### src/rtl/ser_rx_pkg.sv
// Shared types and defaults for the serial-to-parallel receiver.
// PARITY_CHECK_EN adds the PAR state to the FSM at build time.
package ser_rx_pkg;

  localparam int DEFAULT_WIDTH = 16;

  typedef enum logic [1:0] {
    IDLE = 2'd0,
    RECV = 2'd1,
    DONE = 2'd2,
    PAR  = 2'd3
  } state_t;

endpackage

### src/rtl/bit_counter.sv
// Enabled up-counter with synchronous clear, reset and a terminal-count
// strobe. The count returns to 0 after WIDTH-1, so it never runs past
// the last bit index.
module bit_counter #(
  parameter int WIDTH = 16,
  parameter int CNT_W = $clog2(WIDTH)
) (
  input  logic clk,
  input  logic rst,
  input  logic clr,
  input  logic en,
  output logic tc
);

  logic [CNT_W-1:0] count;

  assign tc = en && (count == CNT_W'(WIDTH - 1));

  // Count enabled bits; clear on reset, on request, or after the last bit
  always_ff @(posedge clk) begin
    if (rst || clr) count <= '0;
    else if (en)    count <= tc ? '0 : count + 1'b1;
  end

endmodule

### src/rtl/ser_to_par_rx.sv
// Serial-in, parallel-out receiver, MSB first, with a valid/ack word
// handshake and a sticky overrun flag.
// Optional build macro PARITY_CHECK_EN: one trailing even-parity bit per
// word, checked in a PAR state and reported on parErr.
module ser_to_par_rx
  import ser_rx_pkg::*;
#(
  parameter int WIDTH = DEFAULT_WIDTH,
  parameter int CNT_W = $clog2(WIDTH)
) (
  input  logic             clk,
  input  logic             rst,
  input  logic             start,
  input  logic             bitValid,
  input  logic             serIn,
  input  logic             dataAck,
  output logic [WIDTH-1:0] dataOut,
  output logic             dataValid,
  output logic             busy,
`ifdef PARITY_CHECK_EN
  output logic             parErr,
`endif
  output logic             overrun
);

  state_t           state, state_nxt;
  logic [WIDTH-1:0] shReg;
  logic             cnt_clr, cnt_en, cnt_tc;
  logic             sh_clr, sh_shift, load_out;
  logic             set_valid, clr_valid, set_ovr;
`ifdef PARITY_CHECK_EN
  logic             par_sample;
`endif

  bit_counter #(.WIDTH(WIDTH), .CNT_W(CNT_W)) u_bit_cnt (
    .clk (clk),
    .rst (rst),
    .clr (cnt_clr),
    .en  (cnt_en),
    .tc  (cnt_tc)
  );

`ifdef PARITY_CHECK_EN
  assign busy = (state == RECV) || (state == PAR);
`else
  assign busy = (state == RECV);
`endif

  // State register
  always_ff @(posedge clk) begin
    if (rst) state <= IDLE;
    else     state <= state_nxt;
  end

  // Next-state and datapath control strobes
  always_comb begin
    state_nxt = state;
    cnt_clr   = 1'b0;
    cnt_en    = 1'b0;
    sh_clr    = 1'b0;
    sh_shift  = 1'b0;
    load_out  = 1'b0;
    set_valid = 1'b0;
    clr_valid = 1'b0;
    set_ovr   = 1'b0;
`ifdef PARITY_CHECK_EN
    par_sample = 1'b0;
`endif
    case (state)
      IDLE: begin
        if (start) begin
          cnt_clr   = 1'b1;
          sh_clr    = 1'b1;
          state_nxt = RECV;
        end
      end
      RECV: begin
        if (bitValid) begin
          cnt_en   = 1'b1;
          sh_shift = 1'b1;
          if (cnt_tc) begin
            load_out  = 1'b1;
`ifdef PARITY_CHECK_EN
            state_nxt = PAR;
`else
            set_valid = 1'b1;
            state_nxt = DONE;
`endif
          end
        end
      end
`ifdef PARITY_CHECK_EN
      PAR: begin
        if (bitValid) begin
          par_sample = 1'b1;
          set_valid  = 1'b1;
          state_nxt  = DONE;
        end
      end
`endif
      DONE: begin
        if (dataAck) begin
          clr_valid = 1'b1;
          if (start) begin
            // Ack and start together: straight back to RECV, no bubble
            cnt_clr   = 1'b1;
            sh_clr    = 1'b1;
            state_nxt = RECV;
          end else begin
            state_nxt = IDLE;
          end
        end else if (start) begin
          // New word requested while the old one is unconsumed
          set_ovr = 1'b1;
        end
      end
      default: state_nxt = IDLE;
    endcase
  end

  // Shift register, output word, valid and sticky overrun
  always_ff @(posedge clk) begin
    if (rst) begin
      shReg     <= '0;
      dataOut   <= '0;
      dataValid <= 1'b0;
      overrun   <= 1'b0;
    end else begin
      if (sh_clr)        shReg <= '0;
      else if (sh_shift) shReg <= {shReg[WIDTH-2:0], serIn};
      if (load_out)      dataOut <= {shReg[WIDTH-2:0], serIn};
      if (set_valid)     dataValid <= 1'b1;
      else if (clr_valid) dataValid <= 1'b0;
      if (set_ovr)       overrun <= 1'b1;
    end
  end

`ifdef PARITY_CHECK_EN
  // Even parity over the word plus its parity bit; held until the next check
  always_ff @(posedge clk) begin
    if (rst)             parErr <= 1'b0;
    else if (par_sample) parErr <= (^dataOut) ^ serIn;
  end
`endif

endmodule

### config.mk
export PLATFORM = sky130hd
export DESIGN_NAME = ser_to_par_rx
export DESIGN_NICKNAME = d
export VERILOG_FILES = /design/src/rtl/ser_rx_pkg.sv /design/src/rtl/bit_counter.sv /design/src/rtl/ser_to_par_rx.sv
export SDC_FILE = /design/constraint.sdc
export NUM_CORES = 1
export LEC_CHECK = 0
export CAP_MARGIN = 20
export CORE_MARGIN = 2
export CORE_UTILIZATION = 51
export CTS_CLUSTER_SIZE = 12
export DETAILED_ROUTE_END_ITERATION = 8
export GPL_TIMING_DRIVEN = 0
export PLACE_DENSITY_LB_ADDON = 0.1
export SYNTH_ARGS = -nofsm -noshare
export SYNTH_HDL_FRONTEND = slang
export SYNTH_HIERARCHICAL = 1
export SYNTH_SLANG_ARGS = --single-unit
export TNS_END_PERCENT = 5
### constraint.sdc
create_clock -name clk -period 1.95 [get_ports clk]
set_input_delay 0.2925 -clock clk [delete_from_list [all_inputs] [get_ports clk]]
set_output_delay 0.2925 -clock clk [all_outputs]
set_load 0.03 [all_outputs]
==> metrics list, run 1 <==
* Result of the run: finished clean
* Width of the chip: 57.5 um
- Clock latency reported for the late side of the worst-skew pair: 0.33 ns
- The critical path is of the flop to flop type.
* Y dimension of the die: around 58 um
* Number of I/O port buffers: 24
* Max Fclk: between 500 and 600 MHz
* Largest net degree at the start of global routing: 17
- Total Nets Final: roughly 220
* Register-to-register setup slack: 0.19 ns
* Worst setup EP type: flop
- In the final layout, the share of cells above drive strength 1 is approximately 10%.
* Antenna cell count: 0
- Warnings, synthesis: 6
* CTS sink count: 39
- From synthesis to final layout, the design area changed by 25.3%.
* Lkg Pwr: 0.626 nW
- In this run, the combinational gates consume roughly 5.0% of the power.
- Filler cells: ~240
* Number of design-rule violations left by the first detailed-router iteration: 39
- For the worst setup path, the data arrival time is a little over 2 ns.
- Routed length per instance: around 12 um
* Total vias in the final route: about 1300
- Buffers inserted to repair hold after CTS numbered 0.
- Overflow left after global routing: 0
- Global-route usage over all layers: between 10% and 20%
* Initial Utilization: around 53%
- Die Footprint: ~0.0033 sq mm
* Number of levels the H-tree was split into: 2
* Number of remaining DRC errors: 0
- Unrepaired setup endpoints after global routing: no
- In this run, CTS created clock tree buffers numbering 5.
- Synthesis handed over a netlist of ~180 instances.
- Nature of the critical path startpoint: flop
- The internal power of the cells totals between 0.001 and 0.0015 W.
* Clock period minus worst slack: about 1.8 ns
- In this run, flip-flops and latches consume about three fifths of the power.
- Deepest clock path buffer count: 2
- TritonCTS built the clock tree.
- DRT antenna net count: 0
- Buffer cell driving the clock tree root: sky130_fd_sc_hd__clkbuf_4
* Net Switching: slightly below 0.0003 W
* Crit share post-route: between 90% and 100%
- Of all nets on the critical path, the largest fanout is 22.
- In the post-route analysis, the smallest setup slack over all paths is 0.193 ns.
* Vias in the first global route: around 1100
* Core area: between 0.002 and 0.003 sq mm
* Number of nets produced by synthesis: 183
* Post-place setup slack: -0.552 ns
- Layout Skew: 0.00851 ns
- The synthesized design contains 39 register bits.
* Worst relative slew slack: a little under 70%
- In this run the cell area of the synthesized design comes to between 0.001 and 0.0015 sq mm.
* Routed WL: roughly 2.8 mm
- Clock share of power: between 30% and 40%
- At the end of routability-driven placement, the weighted congestion stood at 0.746.
- The initialized floorplan defines 19 standard-cell rows.
- Type of the most critical hold path: primary input to flop
* Count of final hold-check violations: 0
- The first global-routing pass estimated a little under 5 mm of wire.
* Sequential area share after synthesis: approximately 53%
- CP required: approximately 2.2 ns
* DR vias/cell: 5.26
- Including well taps, the total number of placed cells is about 230.
- The number of slew-limit violations in the final report was 0.
- After legalization and detailed placement, the total HPWL measured 2.07 mm.
- For this run, the detailed router's first-pass iteration total came to 4.
* Switching Share: 22.0%
- The number of antenna violations at the first check in global routing came to 0.
- During I/O placement, the number of pins put on the boundary was 25.
* Clock-pin slew reported for the worst setup and hold paths after clock tree synthesis: around 0.11 ns
- After synthesis, the mean cell area works out to just over 8 sq um.
- Setup violations remaining at the end of the flow were counted as 0.
* Maximum Capacitance Violations: 0
- Count of different cell masters after synthesis: 29
* Slew of the pin with the lowest slew margin: between 0.4 and 0.5 ns
* Number of cells in the finished layout apart from fillers: 240
- For this design the ratio of total power to cell area is about 730 mW/mm^2.
- Maximum VDD drop: slightly above 0.6 mV
==> synth_stat cells (all sizes together) <==
| cell type | n | area, sq um |
|---|---|---|
| a2bb2oi | 1 | 8.76 |
| nand3 | 2 | 10.0 |
| nor3 | 2 | 10.0 |
| buf | 6 | 45.0 |
| nand2b | 2 | 12.5 |
| mux2i | 1 | 10.0 |
| nor2b | 1 | 6.26 |
| a211oi | 1 | 7.51 |
| nor2 | 6 | 22.5 |
| a21oi | 34 | 170 |
| nor4 | 1 | 12.5 |
| and2b | 1 | 7.51 |
| ha | 1 | 12.5 |
| inv | 2 | 7.50 |
| and4b | 1 | 10.0 |
| xor2 | 1 | 8.76 |
| and4 | 1 | 10.0 |
| nand4b | 1 | 8.76 |
| a31oi | 1 | 6.26 |
| clkbuf | 2 | 7.51 |
| o21bai | 1 | 11.3 |
| a41oi | 1 | 8.76 |
| nand2 | 64 | 240 |
| nand3b | 3 | 26.3 |
| dfxtp | 39 | 781 |
==> cells by family (layout without fill, tap and decap cells) <==
family	count (synthesis)	count (layout)	synth area share, %
AOI/OAI and AO/OA	39	39	14.6
and+or+nand+nor	85	85	25.8
buffers and inverters	10	43	4.11
DFF	39	39	53.4
muxes	1	1	0.685
xor gates and xnor gates	1	1	0.599
adders and majority gates	1	1	0.856
==> layout by cell type (no fill, tap or decap) <==
cell type,n
sky130_fd_sc_hd__clkbuf_1,3
sky130_fd_sc_hd__inv_6,1
sky130_fd_sc_hd__clkbuf_8,2
sky130_fd_sc_hd__dlygate4sd2_1,1
sky130_fd_sc_hd__ha_1,1
sky130_fd_sc_hd__nand2_1,64
sky130_fd_sc_hd__nand2b_1,2
sky130_fd_sc_hd__and4_2,1
sky130_fd_sc_hd__nand4b_1,1
sky130_fd_sc_hd__nand3b_1,2
sky130_fd_sc_hd__a21oi_1,34
sky130_fd_sc_hd__nor2b_1,1
sky130_fd_sc_hd__inv_1,1
sky130_fd_sc_hd__nor4_2,1
sky130_fd_sc_hd__clkdlybuf4s50_1,22
sky130_fd_sc_hd__and4b_1,1
sky130_fd_sc_hd__clkbuf_4,5
sky130_fd_sc_hd__and2b_1,1
sky130_fd_sc_hd__a31oi_1,1
sky130_fd_sc_hd__buf_6,1
sky130_fd_sc_hd__a41oi_1,1
sky130_fd_sc_hd__a2bb2oi_1,1
sky130_fd_sc_hd__buf_4,3
sky130_fd_sc_hd__xor2_1,1
sky130_fd_sc_hd__nor3_1,2
sky130_fd_sc_hd__nor2_1,6
sky130_fd_sc_hd__nand3_1,2
sky130_fd_sc_hd__o21bai_2,1
sky130_fd_sc_hd__buf_2,3
sky130_fd_sc_hd__dfxtp_1,37
sky130_fd_sc_hd__nand3b_4,1
sky130_fd_sc_hd__dlymetal6s2s_1,1
sky130_fd_sc_hd__dfxtp_2,2
sky130_fd_sc_hd__mux2i_1,1
sky130_fd_sc_hd__a211oi_1,1
==> flip-flops by register name, indices dropped and copies added, names as in the netlist <==
name / cells
state: 2
dataOut: 16
shReg: 15
overrun: 1
u_bit_cnt/count: 4
dataValid: 1
==> per-stage QoR <==
| step | hold slack, ns | area [sq um] | util (%) | TNS, ns | total power, W |
|---|---|---|---|---|---|
| 6_report | 0.404 | 1830 | 67.0 | 0 | 0.00133 |
| 5_1_grt | 0.442 | 1830 | 67.0 | 0 | 0.00138 |
| 4_1_cts | 0.463 | 1830 | 67.1 | 0 | 0.00134 |
| 3_5_place_dp | 0.448 | 1740 | 63.7 | -8.27 | 0.000891 |
| 3_3_place_gp | 0.442 | 1740 | 63.7 | -8.06 | 0.000888 |
| 2_1_floorplan | 0.365 | 1460 | - | 0 | 0.000862 |
==> routing by layer <==
| layer | vias to the layer above | track usage [%] | share of wire [%] |
|---|---|---|---|
| met5 | - | 0 | 0 |
| met4 | 0 | 9.63 | 1.4 |
| met3 | 5 | 6.58 | 5.5 |
| met2 | 31 | 31.0 | 49 |
| met1 | 577 | 23.4 | 44 |
| li1 | 650 | - | - |
==> power groups by stage <==
stage / combinational [W] / clock, W / sequential [W]
after floorplan: 0.0000412 / 0 / 0.000821
after global placement: 0.0000667 / 0 / 0.000822
after detailed placement: 0.0000691 / 0 / 0.000822
after CTS: 0.0000700 / 0.000470 / 0.000804
after global routing: 0.0000738 / 0.000503 / 0.000806
final: 0.0000670 / 0.000457 / 0.000805
==> critical path, stage by stage (launching register included) <==
cell                       delay (ns)
sky130_fd_sc_hd__dfxtp_2         0.36
sky130_fd_sc_hd__nand3b_4        0.21
sky130_fd_sc_hd__inv_6           0.17
sky130_fd_sc_hd__and4_2          0.26
sky130_fd_sc_hd__and4b_1         0.19
sky130_fd_sc_hd__buf_4           0.16
sky130_fd_sc_hd__buf_6           0.15
sky130_fd_sc_hd__nand2_1         0.06
sky130_fd_sc_hd__a21oi_1         0.12
==> what timing repair did <==
action,in CTS,in global routing
gates resized for setup,3,4
setup buffers,2,0
cloned,0,0
setup endpoints to repair,11,17
==> final timing paths <==
| kind | startpoint | to | cells after the start |
|---|---|---|---|
| max reg2reg | state[1] | dataOut[14] | 8 |
| min reg2reg | dataOut[8] | dataOut[8] | 2 |
| max | state[1] | dataOut[14] | 8 |
| min | bitValid | state[0] | 4 |
==> layout make-up <==
class,count,area [sq um],share of cell area [%]
inverter,2,12.5,0.684
sequential,39,783,42.8
buffer,7,41.3,2.26
clock buffer,8,68.8,3.76
multi-input combinational,127,629,34.4
timing repair buffer,26,256,14.0
tap,31,38.8,2.12
Note: power is estimated with default switching activity, not from simulation.
==> run 2, diff against run 1 <==
--- a/config.mk
+++ b/config.mk
@@ -11,6 +11,7 @@
 export CTS_CLUSTER_SIZE = 12
 export DETAILED_ROUTE_END_ITERATION = 8
 export GPL_TIMING_DRIVEN = 0
+export MAX_ROUTING_LAYER = met4
 export PLACE_DENSITY_LB_ADDON = 0.1
 export SYNTH_ARGS = -nofsm -noshare
 export SYNTH_HDL_FRONTEND = slang
==> metrics list, run 2 (synthesis gave the netlist of run 1 again) <==
- The flow ran to the end, and the final reports show no timing, DRC or antenna violations.
* Number of I/O port buffers: 24 (unchanged)
* Worst relative slew slack: 67.5% (-0.67 points)
- Fin. max-slew vios: 0 (unchanged)
* Width of the chip: 57.5 um (unchanged)
- The count of antenna-violating nets left after detailed routing came to 0 (unchanged).
* Switching Share: 21.9% (-0.10 points)
- Register-to-register setup slack: 0.19 ns (about the same)
* Crit share post-route: 90.3% (+0.18 points)
- The number of ports placed on the die boundary came to 25 (unchanged).
- Hold path cells: 4 (unchanged)
* Setup violation total in the final timing report: 0 (unchanged)
* Slew of the pin with the lowest slew margin: 0.488 ns (+0.0101 ns)
- Met3 Track Usage GR: 7.94% (+1.4 points)
- Number of levels the H-tree was split into: 2 (unchanged)
- The number of antenna violations at the first check in global routing came to 0 (unchanged).
- The worst setup path is captured at a flop.
* Clock period minus worst slack: 1.76 ns (+0.00352 ns)
* Length in cells of the worst reg-to-reg path: 8 (unchanged)
- Grt met2 use: 31.0% (unchanged)
* Area growth, synth to finish: 25.3% (unchanged)
- TritonCTS built the clock tree.
- Worst-case hold path end point: state[0]
- Fraction of layout instances using a drive strength above 1: 10.0% (unchanged)
* Num rows: 19 (unchanged)
- The die outline area was 0.00331 sq mm (unchanged).
- Worst R2R Start: state[1]
- Registers with the most flip-flops: dataOut (16), shReg (15), u_bit_cnt/count (4)
- The critical-path maximum fanout was 22 (unchanged).
- The arrival time at the worst endpoint is 2.02 ns (about the same).
- Layout Skew: 0.0101 ns (+0.00163 ns)
* Nature of the critical path startpoint: flop
- The wire length of the first global-routing pass was 4.88 mm (+0.14%).
* Vias in the first global route: 1148 (-0.087%)
- The starting DRC count in detailed routing came to 39 (unchanged).
- The number of CTS-inserted buffers came to 5 (unchanged).
* Clock-pin slew reported for the worst setup and hold paths after clock tree synthesis: 0.11 ns (about the same)
* Most frequent cells in the layout: 64 x sky130_fd_sc_hd__nand2_1, 37 x sky130_fd_sc_hd__dfxtp_1, 34 x sky130_fd_sc_hd__a21oi_1
- Total Neg Setup Slack: 0 ns (unchanged)
- Buffer cell driving the clock tree root: sky130_fd_sc_hd__clkbuf_4
- DR pass1 iterations: 4 (unchanged)
- Lkg Pwr: 0.626 nW (unchanged)
- Met1 global-route usage: 23.4% (unchanged)
- Tightest hold margin: 0.409 ns (+0.00531 ns)
- The clock latency reported for the late side of the worst-skew pair came to 0.33 ns (about the same).
* Max Fclk: 568 MHz (-0.20%)
- Leaving out fill and tap cells, the most frequent cell in the layout is sky130_fd_sc_hd__nand2_1.
- The HPWL reported at the end of detailed placement came to 2.07 mm (unchanged).
* Overflow left after global routing: 0 (unchanged)
* Antenna cell count: 0 (unchanged)
- Final RePlAce weighted congestion: 0.756 (+1.3%)
* Areal power density over the cells: 725 mW/mm^2 (-0.13%)
- The number of buffers added to fix hold violations after cts was 0 (unchanged).
* Maximum VDD drop: 0.602 mV (-0.26%)
* Total vias in the final route: 1253 (-0.79%)
* DR vias/cell: 5.22 (-0.79%)
- The initial core utilization came to 53.5% (unchanged).
* Y dimension of the die: 57.5 um (unchanged)
* Reg with most FFs: dataOut
- The aggregate global-route resource usage was 20.2% (+0.74 points).
* Number of remaining DRC errors: 0 (unchanged)
- The worst-case clock buffer depth is 2 (unchanged).
- The routed wire length was 2.81 mm (+0.25%).
- Unrepaired setup endpoints after global routing: no
* Core area: 0.00273 sq mm (unchanged)
- Total Nets Final: 215 (unchanged)
- Largest net degree at the start of global routing: 17 (unchanged)
- The count of final hold-check violations is 0 (unchanged).
- The final total power was 0.00133 W (-0.13%).
* Net Switching: 0.000291 W (-0.60%)
- P_int: 0.00104 W (about the same)
- After global routing, the most crowded layer is met2.
- Combinational share of power: 5.1% (about the same)
- The worst setup path is of the flop to flop kind.
- Routed length per instance: 11.7 um (+0.25%)
- Critical hold path startpoint: bitValid
- The number of flip-flops under the largest register name came to 16 (unchanged).
* Critical register-to-register path endpoint: dataOut[14]
- The required arrival time at the worst endpoint was 2.21 ns (about the same).
- Clock share of power: 34.2% (-0.2 points)
* CTS sink count: 39 (unchanged)
- The part of the total power dissipated in sequential elements came to 60.7% (about the same).
- In this run the worst hold path is classified as primary input to flop.
* Maximum Capacitance Violations: 0 (unchanged)
==> run 2: cell counts in the layout (fill, tap and decap cells not counted) <==
No cell type changed its count.
==> run 2: through the flow <==
stage                     instances  area, sq um  utilization (%)  setup slack, ns
after CTS                       241         1830             67.1          0.00534
after global routing            240         1830             67.0          0.00771
final                           240         1830             67.0            0.190
after detailed placement        231         1740             63.7           -0.552
after global placement          231         1740             63.7           -0.544
after floorplan                 176         1460                -            0.181
==> run 2: power groups by stage <==
stage | Clock, W | Sequential, W | Combinational (W)
3_3_place_gp | 0 | 0.000822 | 0.0000667
5_1_grt | 0.000506 | 0.000806 | 0.0000738
3_5_place_dp | 0 | 0.000822 | 0.0000691
4_1_cts | 0.000470 | 0.000804 | 0.0000700
2_1_floorplan | 0 | 0.000821 | 0.0000412
6_report | 0.000454 | 0.000805 | 0.0000674
==> run 2: worst max-delay path by stage <==
stage / depth (start not counted) / slack [ns] / to / start
after floorplan: 8 / 0.18 / dataOut[6] / state[1]
after global placement: 9 / -0.54 / dataOut[6] / bitValid
after detailed placement: 9 / -0.55 / dataOut[14] / bitValid
after CTS: 10 / 0.005 / dataOut[14] / bitValid
after global routing: 8 / 0.008 / dataOut[14] / state[1]
final: 8 / 0.19 / dataOut[14] / state[1]
==> run 2: routing by layer <==
layer | part of all wire, % | vias up
met2 | 50 | 26
met3 | 4.4 | 2
met1 | 45 | 577
met5 | 0 | -
met4 | 0.82 | 0
li1 | - | 648
==> run 2: worst max-delay path, stage by stage, from the launching register on <==
cell                       delay [ns]
sky130_fd_sc_hd__dfxtp_2         0.36
sky130_fd_sc_hd__nand3b_4        0.21
sky130_fd_sc_hd__inv_6           0.17
sky130_fd_sc_hd__and4_2          0.26
sky130_fd_sc_hd__and4b_1         0.19
sky130_fd_sc_hd__buf_4           0.16
sky130_fd_sc_hd__buf_6           0.15
sky130_fd_sc_hd__nand2_1         0.06
sky130_fd_sc_hd__a21oi_1         0.12
==> run 2: timing repair <==
action	CTS	global route
endpoints found under the setup margin	11	16
buffers inserted	2	0
hold endpoints to repair	0	0
resized for setup	3	4
cloned	0	0
==> run 2: layout make-up <==
| type | instances | area [sq um] |
|---|---|---|
| timing repair buffer | 26 | 256 |
| clock buffer | 8 | 68.8 |
| inverter | 2 | 12.5 |
| multi-input combinational | 127 | 629 |
| fill | 239 | 903 |
| sequential | 39 | 783 |
| buffer | 7 | 41.3 |
| tap | 31 | 38.8 |
==> run 3, diff against run 2 <==
--- a/config.mk
+++ b/config.mk
@@ -12,7 +12,8 @@
 export DETAILED_ROUTE_END_ITERATION = 8
 export GPL_TIMING_DRIVEN = 0
 export MAX_ROUTING_LAYER = met4
-export PLACE_DENSITY_LB_ADDON = 0.1
+export PLACE_DENSITY = 0.8
+export RECOVER_POWER = 100
 export SYNTH_ARGS = -nofsm -noshare
 export SYNTH_HDL_FRONTEND = slang
 export SYNTH_HIERARCHICAL = 1
==> metrics list, run 3 (synthesis gave the netlist of run 1 again) <==
- Result of the run: finished clean
* Initial Utilization: 53.5% (unchanged)
* Count of final hold-check violations: 0 (unchanged)
- The number of CTS-inserted buffers was 5 (unchanged).
- The number of global-route vias before repair is 1132 (-1.4%).
- Number of levels the H-tree was split into: 2 (unchanged)
- The setup TNS after final layout is 0 ns (unchanged).
* Lkg Pwr: 0.673 nW (+7.5%)
- CTS sink count: 39 (unchanged)
- Slew of the pin with the lowest slew margin: 0.464 ns (-0.0244 ns)
- The routability-driven placement congestion ratio is 0.772 (+2.2%).
- The worst setup path is captured at a flop.
- CP cell instances: nand3b_4 > inv_6 > and4_2 > and4b_1 > buf_4 > buf_6 > nand2_1 > a21oi_1
* Setup violation total in the final timing report: 0 (unchanged)
- Routed WL: 2.99 mm (+6.4%)
- Tightest hold margin: 0.455 ns (+0.0459 ns)
- The number of buffers added to fix hold violations after cts is 0 (unchanged).
- Max Fclk: 551 MHz (-2.9%)
- The placed instance area came to 0.00174 sq mm (unchanged).
- The number of I/O port buffers was 24 (unchanged).
- Buffer cell driving the clock tree root: sky130_fd_sc_hd__clkbuf_4
* Width of the chip: 57.5 um (unchanged)
* Clock latency reported for the late side of the worst-skew pair: 0.34 ns (about the same)
* TritonCTS clock tree: done
- The maximum number of pins on one net before global-route repair is 17 (unchanged).
- The number of nets in the finished design was 214 (-0.47%).
- The number of antenna violations at the first check in global routing came to 0 (unchanged).
- Maximum fanout count along the critical path: 22 (unchanged)
- Ranked by flip-flop count, first place goes to dataOut.
* Layout Skew: 0.00808 ns (-0.00205 ns)
- The ratio of cells with drive above 1 in the final layout came to 8.65% (-1.4 points).
* First-pass GRT wire length: 4.81 mm (-1.4%)
* Num rows: 19 (unchanged)
- Number of remaining DRC errors: 0 (unchanged)
- The number of flip-flops under the largest register name was 16 (unchanged).
* Y dimension of the die: 57.5 um (unchanged)
- The count of maximum capacitance violations was 0 (unchanged).
* DR vias/cell: 5.19 (-0.54%)
* Antenna cell count: 0 (unchanged)
- Post-place setup slack: -0.562 ns (-0.00973 ns)
- Registers with the most flip-flops: dataOut (16), shReg (15), u_bit_cnt/count (4)
- Crit path max-delay cell type: sky130_fd_sc_hd__dfxtp_1
* Areal power density over the cells: 699 mW/mm^2 (-3.5%)
- The number of optimization iterations in the first detailed-route pass came to 4 (unchanged).
- Critical path class: flop to flop
* Deepest clock path buffer count: 2 (unchanged)
* Overflow left after global routing: 0 (unchanged)
- Smallest setup slack after layout: 0.137 ns (-0.0531 ns)
- The count of vias placed by the detailed router came to 1241 (-0.96%).
* Most frequent cells in the layout: 64 x sky130_fd_sc_hd__nand2_1, 38 x sky130_fd_sc_hd__dfxtp_1, 34 x sky130_fd_sc_hd__a21oi_1
* Routed length per instance: 12.5 um (+6.8%)
- The maximum VDD drop is 0.536 mV (-11%).
- The post-CTS clock slew at the launch and capture registers of the worst setup and hold paths is 0.11 ns (about the same).
* DRT antenna net count: 0 (unchanged)
- The HPWL reported at the end of detailed placement is 2.13 mm (+2.9%).
* Kind of cell with the highest combined delay on the critical path: simple AND/OR/NAND/NOR gates
* Worst relative slew slack: 69.1% (+1.6 points)
* Data arrival time at the worst-slack endpoint: 2.09 ns (+0.07 ns)
- Number of design-rule violations left by the first detailed-router iteration: 27 (-31%)
* Crit share post-route: 93.0% (+2.7 points)
- The longest individual stage delay on the worst path is 0.37 ns (about the same).
- CP required: 2.22 ns (about the same)
- Area growth, synth to finish: 22.8%
- The die outline area was 0.00331 sq mm (unchanged).
* Unrepaired setup endpoints after global routing: no
* Clock period minus worst slack: 1.81 ns (+0.0531 ns)
* Nature of the critical path startpoint: flop
- Number of top-level design ports: 25 (unchanged)
- The number of buffers and inverters on the critical path was 3 (unchanged).
- The library cell used most frequently in the layout, excluding fill and tap cells, is sky130_fd_sc_hd__nand2_1.
- Fin. max-slew vios: 0 (unchanged)
* Global-route usage over all layers: 19.5% (-0.66 points)
- The post-route standard cell area excluding fillers is 0.00179 sq mm (-2.0%).
- Core area: 0.00273 sq mm (unchanged)
- The tightest min-delay check is of the flop to flop type.
- Utilization after layout: 65.6% (-1.3 points)
run 3: cell count changes in the layout (fill, tap and decap cells not counted), sizes merged:
cell / before / now
clkdlybuf4s50: 22 / 2
clkinv: 0 / 3
dlygate4sd2: 1 / 2
dlygate4sd3: 0 / 20
buf: 7 / 3
dlymetal6s2s: 1 / 0
run 3: cell type report:
type,count,area (sq um)
buffer,7,40.0
inverter,2,12.5
multi-input combinational,127,626
tap,31,38.8
sequential,39,782
clock inverter,3,15.0
timing repair buffer,25,243
fill,246,940
clock buffer,5,37.5
run 3: final timing paths:
path,depth (start not counted),slack (ns),start,to
max,8,0.14,state[1],dataOut[9]
min,2,0.46,dataOut[1],dataOut[1]
max reg2reg,8,0.14,state[1],dataOut[9]
min reg2reg,2,0.46,dataOut[1],dataOut[1]
run 3: layer usage:
layer,track usage [%],wire length (um),up-vias
met5,-,0,-
met4,8.97,59,0
met3,4.08,128,7
met2,31.2,1460,26
met1,23.6,1340,562
li1,-,-,646
run 3: power breakdown:
part | switching (W) | internal, W
Clock | 0.000251 | 0.000134
Sequential | 0.00000516 | 0.000800
Combinational | 0.0000427 | 0.0000212
run 3: what timing repair did:
item | 4_1_cts | 5_1_grt
setup buffers | 1 | 0
gates cloned | 0 | 0
pin swaps | 0 | 0
resized for setup | 4 | 2
setup endpoints to repair | 12 | 14
run 3: stage by stage:
step                std cells  power, W
floorplan                 176  0.000862
global placement          231  0.000888
detailed placement        231  0.000890
CTS                       240   0.00127
global route              239   0.00131
finish                    239   0.00125
run 3: worst min-delay path, cell delays in order, from the launching register on:
cell	delay, ns
sky130_fd_sc_hd__dfxtp_1	0.32
sky130_fd_sc_hd__nand2_1	0.05
sky130_fd_sc_hd__a21oi_1	0.05
